### src/rtl/mem_port_arbiter.sv
// mem_port_arbiter: single-port RAM arbiter between instruction fetch and MEM stage with starvation guard and access timeout
module mem_port_arbiter #(
  parameter int TIMEOUT    = 15,
  parameter int MAX_STARVE = 3
) (
  input  logic        clk,
  input  logic        rst_n,
  input  logic        if_req,
  input  logic [31:0] if_addr,
  output logic [31:0] if_rdata,
  output logic        if_ready,
  input  logic        mem_req,
  input  logic        mem_we,
  input  logic [31:0] mem_addr,
  input  logic [31:0] mem_wdata,
  output logic [31:0] mem_rdata,
  output logic        mem_ready,
  output logic        ram_en,
  output logic        ram_we,
  output logic [31:0] ram_addr,
  output logic [31:0] ram_wdata,
  input  logic [31:0] ram_rdata,
  input  logic        ram_ack,
  output logic        stall_fetch,
  output logic        stall_pipe,
  output logic        err_timeout
);
  localparam int CW = $clog2(TIMEOUT + 1);
  localparam int SW = $clog2(MAX_STARVE + 2);
  typedef enum logic [1:0] {IDLE, IF_ACC, MEM_ACC, DONE} state_t;
  state_t state, state_nxt;
  logic [CW-1:0] cnt;
  logic [SW-1:0] starve;
  logic gnt_if, acc, expire, if_win, grant;
  always_comb begin
    acc         = state == IF_ACC || state == MEM_ACC;
    expire      = acc && !ram_ack && cnt == CW'(TIMEOUT - 1);
    if_win      = if_req && (!mem_req || starve == SW'(MAX_STARVE));
    grant       = state == IDLE && (if_req || mem_req);
    state_nxt   = state == IDLE ? (if_win ? IF_ACC : mem_req ? MEM_ACC : IDLE) :
                  acc ? ((ram_ack || expire) ? DONE : state) : IDLE;
    ram_en      = acc;
    if_ready    = state == DONE && gnt_if;
    mem_ready   = state == DONE && !gnt_if;
    // stalls are gated by reset so every output reads 0 while rst_n is low
    stall_pipe  = rst_n && mem_req && !mem_ready;
    stall_fetch = (rst_n && if_req && !if_ready) || stall_pipe;
  end
  always_ff @(posedge clk or negedge rst_n) begin
    if (!rst_n) begin
      state       <= IDLE;
      cnt         <= '0;
      starve      <= '0;
      gnt_if      <= 1'b0;
      ram_we      <= 1'b0;
      ram_addr    <= '0;
      ram_wdata   <= '0;
      if_rdata    <= '0;
      mem_rdata   <= '0;
      err_timeout <= 1'b0;
    end else begin
      state <= state_nxt;
      cnt   <= acc ? cnt + 1'b1 : '0;
      if (grant) begin
        gnt_if    <= if_win;
        ram_addr  <= if_win ? if_addr : mem_addr;
        ram_we    <= !if_win && mem_we;
        ram_wdata <= if_win ? '0 : mem_wdata;
        starve    <= if_win ? '0 : (if_req && starve != SW'(MAX_STARVE)) ? starve + 1'b1 : starve;
      end
      // an ack on the final cycle takes priority over the timeout abort
      if (acc && (ram_ack || expire)) begin
        if (gnt_if) if_rdata <= ram_ack ? ram_rdata : '0;
        else mem_rdata <= ram_ack ? ram_rdata : '0;
      end
      if (expire) err_timeout <= 1'b1;
    end
  end
endmodule

### config.mk
export PLATFORM = sky130hd
export DESIGN_NAME = mem_port_arbiter
export DESIGN_NICKNAME = d
export VERILOG_FILES = /design/src/rtl/mem_port_arbiter.sv
export SDC_FILE = /design/constraint.sdc
export NUM_CORES = 1
export LEC_CHECK = 0
export CORE_AREA = 3 3 127 129
export CTS_BUF_LIST = sky130_fd_sc_hd__clkbuf_8 sky130_fd_sc_hd__clkbuf_16
export DETAILED_ROUTE_END_ITERATION = 10
export DIE_AREA = 0 0 130 132
export PLACE_DENSITY_LB_ADDON = 0.12
export SYNTH_ARGS = -nofsm -noshare
export SYNTH_HDL_FRONTEND = slang
export SYNTH_SLANG_ARGS = --single-unit
### constraint.sdc
create_clock -name clk -period 1.4 [get_ports clk]
set_input_delay 0.14 -clock clk [delete_from_list [all_inputs] [get_ports clk]]
set_output_delay 0.14 -clock clk [all_outputs]
set_load 0.1 [all_outputs]
==> load_flow_metrics.sql <==
INSERT INTO impl_metrics (metric_group, metric, value, unit) VALUES
('status', 'run_status', 'finished with violations', ''),
('status', 'violations', 'negative setup slack', ''),
('logic_synthesis', 'synth.yosys.warnings', '0', ''),
('placed_design', 'dpl_cell_area', '0.0100', 'mm^2'),
('sta', 'rsz0062_at_grt', 'true', ''),
('sta', 'fmax', '583', 'MHz'),
('global_route', 'grt_overflow_total', '0', ''),
('placed_design', 'dp_hpwl', '13000', 'um'),
('setup_path', 'worstSetupEndpointType', 'output pin', ''),
('logic_synthesis', 'mean_cell_area_of_the_mapped_netlist', '12.1', 'um^2'),
('logic_synthesis', 'synthesis.nets', '603', ''),
('cts', 'clk_pin_slew_worst_setup_hold_paths', '0.06', 'ns'),
('setup_path', 'critPathArrivalTime', '1.57', 'ns'),
('sta', 'tightestPinTransition', '0.802', 'ns'),
('detailed_routing', 'postRouteAntennaNets', '0', ''),
('global_route', 'grt_max_degree', '141', ''),
('setup_path', 'worstPathBufferInverterCount', '2', ''),
('flow_run', 'drv.max_cap_violation_count', '0', ''),
('detailed_routing', 'dr_total_vias', '5373', ''),
('sta', 'timing.final.crit_period', '1.71', 'ns'),
('cts', 'cts_tree', 'done', ''),
('logic_synthesis', 'synth.yosys.seq_area_share', '0.628', ''),
('detailed_routing', 'drt_iter0_markers', '305', ''),
('floorplanning', 'die_w', '130', 'um'),
('setup_path', 'critPathMaxFanout', '3', ''),
('logic_synthesis', 'synth-main-ff-cell', 'dfrtp_1', ''),
('global_route', 'grt_pass1_vias', '5568', ''),
('min_path', 'worst_hold_path_type', 'input pin to flip-flop', ''),
('final_layout', 'final_nets', '921', ''),
('placed_design', 'number_of_buffers_added_on_ports', '268', ''),
('final_layout', 'fin_cells', '982', ''),
('sta', 'maxSlewViolCount', '0', ''),
('cts', 'tritoncts_buffers', '17', ''),
('cts', 'insertion_delay', '0.42', 'ns'),
('logic_synthesis', 'synth_edf_count', '0', ''),
('setup_path', 'timing.critical_path.required', '1.26', 'ns'),
('logic_synthesis', 'synth.cells.most_frequent', 'dfrtp_1, a22o_1, nor2_1', ''),
('logic_synthesis', 'synth_async_sr_flop_share', '1.00', ''),
('final_layout', 'antennaDiodeCount', '0', ''),
('final_layout', 'layout-area-overhead-vs-synth', '107', '%'),
('sta', 'fin_skew', '0.0112', 'ns'),
('cts', 'cts.sink_count', '140', ''),
('sta', 'slew_headroom', '0.465', ''),
('placed_design', 'placedCellCount', '907', ''),
('final_layout', 'num-fill-cells', '934', ''),
('floorplanning', 'fp.dieArea', '0.0172', 'mm^2'),
('sta', 'worst_case_hold_slack', '0.291', 'ns'),
('logic_synthesis', 'synth_cell_type_count', '30', ''),
('sta', 'setup_ws', '-0.315', 'ns'),
('logic_synthesis', 'synth_top_area_frac', '0.628', ''),
('placed_design', 'dp_slack', '-0.331', 'ns'),
('sta', 'timing_hold_violations_final', '0', ''),
('floorplanning', 'chipHeight', '132', 'um'),
('cts', 'cts_htree_levels', '4', ''),
('setup_path', 'crit_chain', 'buf_6, ha_4, nand2b_4, and3_4, buf_12', ''),
('global_route', 'grt_pass1_wl', '31900', 'um'),
('detailed_routing', 'post_drt_via_cell_ratio', '5.47', ''),
('setup_path', 'timing.reg2reg.setup_slack', '-0.28', 'ns'),
('detailed_routing', 'remaining_drc_errors', '0', ''),
('floorplanning', 'initial_utilization', '0.369', ''),
('cts', 'ctsLongestPathBuffers', '2', ''),
('final_layout', 'layout-drive-gt1-share', '0.379', ''),
('logic_synthesis', 'yosys.area.top_type', 'dfrtp_1', ''),
('detailed_routing', 'route.final.wire_length', '21700', 'um'),
('placed_design', 'finalWeightedCongestion', '0.778', ''),
('setup_path', 'crit_path_category', 'flip-flop to output pin', ''),
('setup_path', 'cp_slowest_stage_delay', '0.40', 'ns'),
('sta', 'setup_viol', '140', ''),
('detailed_routing', 'detailedRoute.firstPassIterationCount', '4', ''),
('cts', 'root_buffer', 'clkbuf_16', ''),
('detailed_routing', 'avgRoutedWirePerCell', '22.1', 'um');
path summary, 6_finish.rpt:
path	from	to	cells past startpoint
setup / recovery	state[1]$_DFFE_PN0P_	stall_pipe	5
hold reg to reg	starve[2]$_DFFE_PN0P_	starve[2]$_DFFE_PN0P_	2
max in group asynchronous	rst_n	ram_addr[3]$_DFFE_PN0P_	3
min in group asynchronous	rst_n	if_rdata[28]$_DFFE_PN0P_	3
setup reg to reg	state[1]$_DFFE_PN0P_	if_rdata[2]$_DFFE_PN0P_	8
hold / removal	mem_addr[28]	ram_addr[28]$_DFFE_PN0P_	3
kinds of logic after synthesis:
logic type / Yosys count / synth area share
AOI/OAI and AO/OA: 209 / 0.266
DFF: 140 / 0.628
and+or+nand+nor: 56 / 0.0435
buffers and inverters: 50 / 0.0460
adders and majority gates: 6 / 0.0134
xor gates and xnor gates: 2 / 0.00314
worst reg2reg max path, delay by kind of cell, from the launching register on:
family	cells	cell delay, ns
AOI/OAI and AO/OA	1	0.19
adders and majority gates	1	0.26
buffers and inverters	5	0.61
DFF	1	0.37
and+or+nand+nor	1	0.13
state kept, by name (all words and copies together) (netlist names):
signal,count
if_rdata,32
err_timeout,1
ram_addr,32
cnt,4
ram_we,1
starve,3
ram_wdata,32
state,2
mem_rdata,32
gnt_if,1
repair_timing:
item                                    in CTS  in global routing
endpoints found under the setup margin     138                145
pin swaps                                   18                 23
endpoints found under the hold margin      140                  0
buffers inserted                            20                  8
gates resized for setup                     57                 42
gates cloned                                12                  6
hold buffers                                 1                  0
layer usage:
| layer | wire length (um) | global-route usage | part of all wire |
|---|---|---|---|
| met1 | 8670 | 0.294 | 0.40 |
| met2 | 11000 | 0.401 | 0.51 |
| met3 | 1450 | 0.0677 | 0.067 |
| met4 | 618 | 0.0901 | 0.028 |
| met5 | 0 | 0 | 0 |
cell usage in the layout, fill, tap and decap left out, types with 15 or more instances in the layout:
cell type,count
clkdlybuf4s50_1,132
dfrtp_1,139
a22o_1,97
buf_12,147
buf_4,25
o21ai_1,15
clkbuf_16,22
o21ai_2,19
nor2_1,36
a21oi_1,26
buf_6,18
a31oi_1,27
through the flow:
step,utilization,TNS [ns]
floorplan,-,-9.57
global placement,0.661,-18.10
detailed placement,0.661,-21.33
CTS,0.743,-22.34
global route,0.762,-34.47
finish,0.762,-27.37
cell type report:
type / instances / area (um^2) / area share
inverters: 10 / 47.5 / 0.00412
well taps: 188 / 235 / 0.0204
clock buffers: 19 / 453 / 0.0392
multi-input cells: 275 / 2190 / 0.189
clock inverters: 13 / 109 / 0.00943
flip-flops and latches: 140 / 3500 / 0.304
repair buffers: 337 / 5010 / 0.434
Power is not shown: default switching activity piles up to over one toggle a cycle in this logic, so the estimate is an artifact.
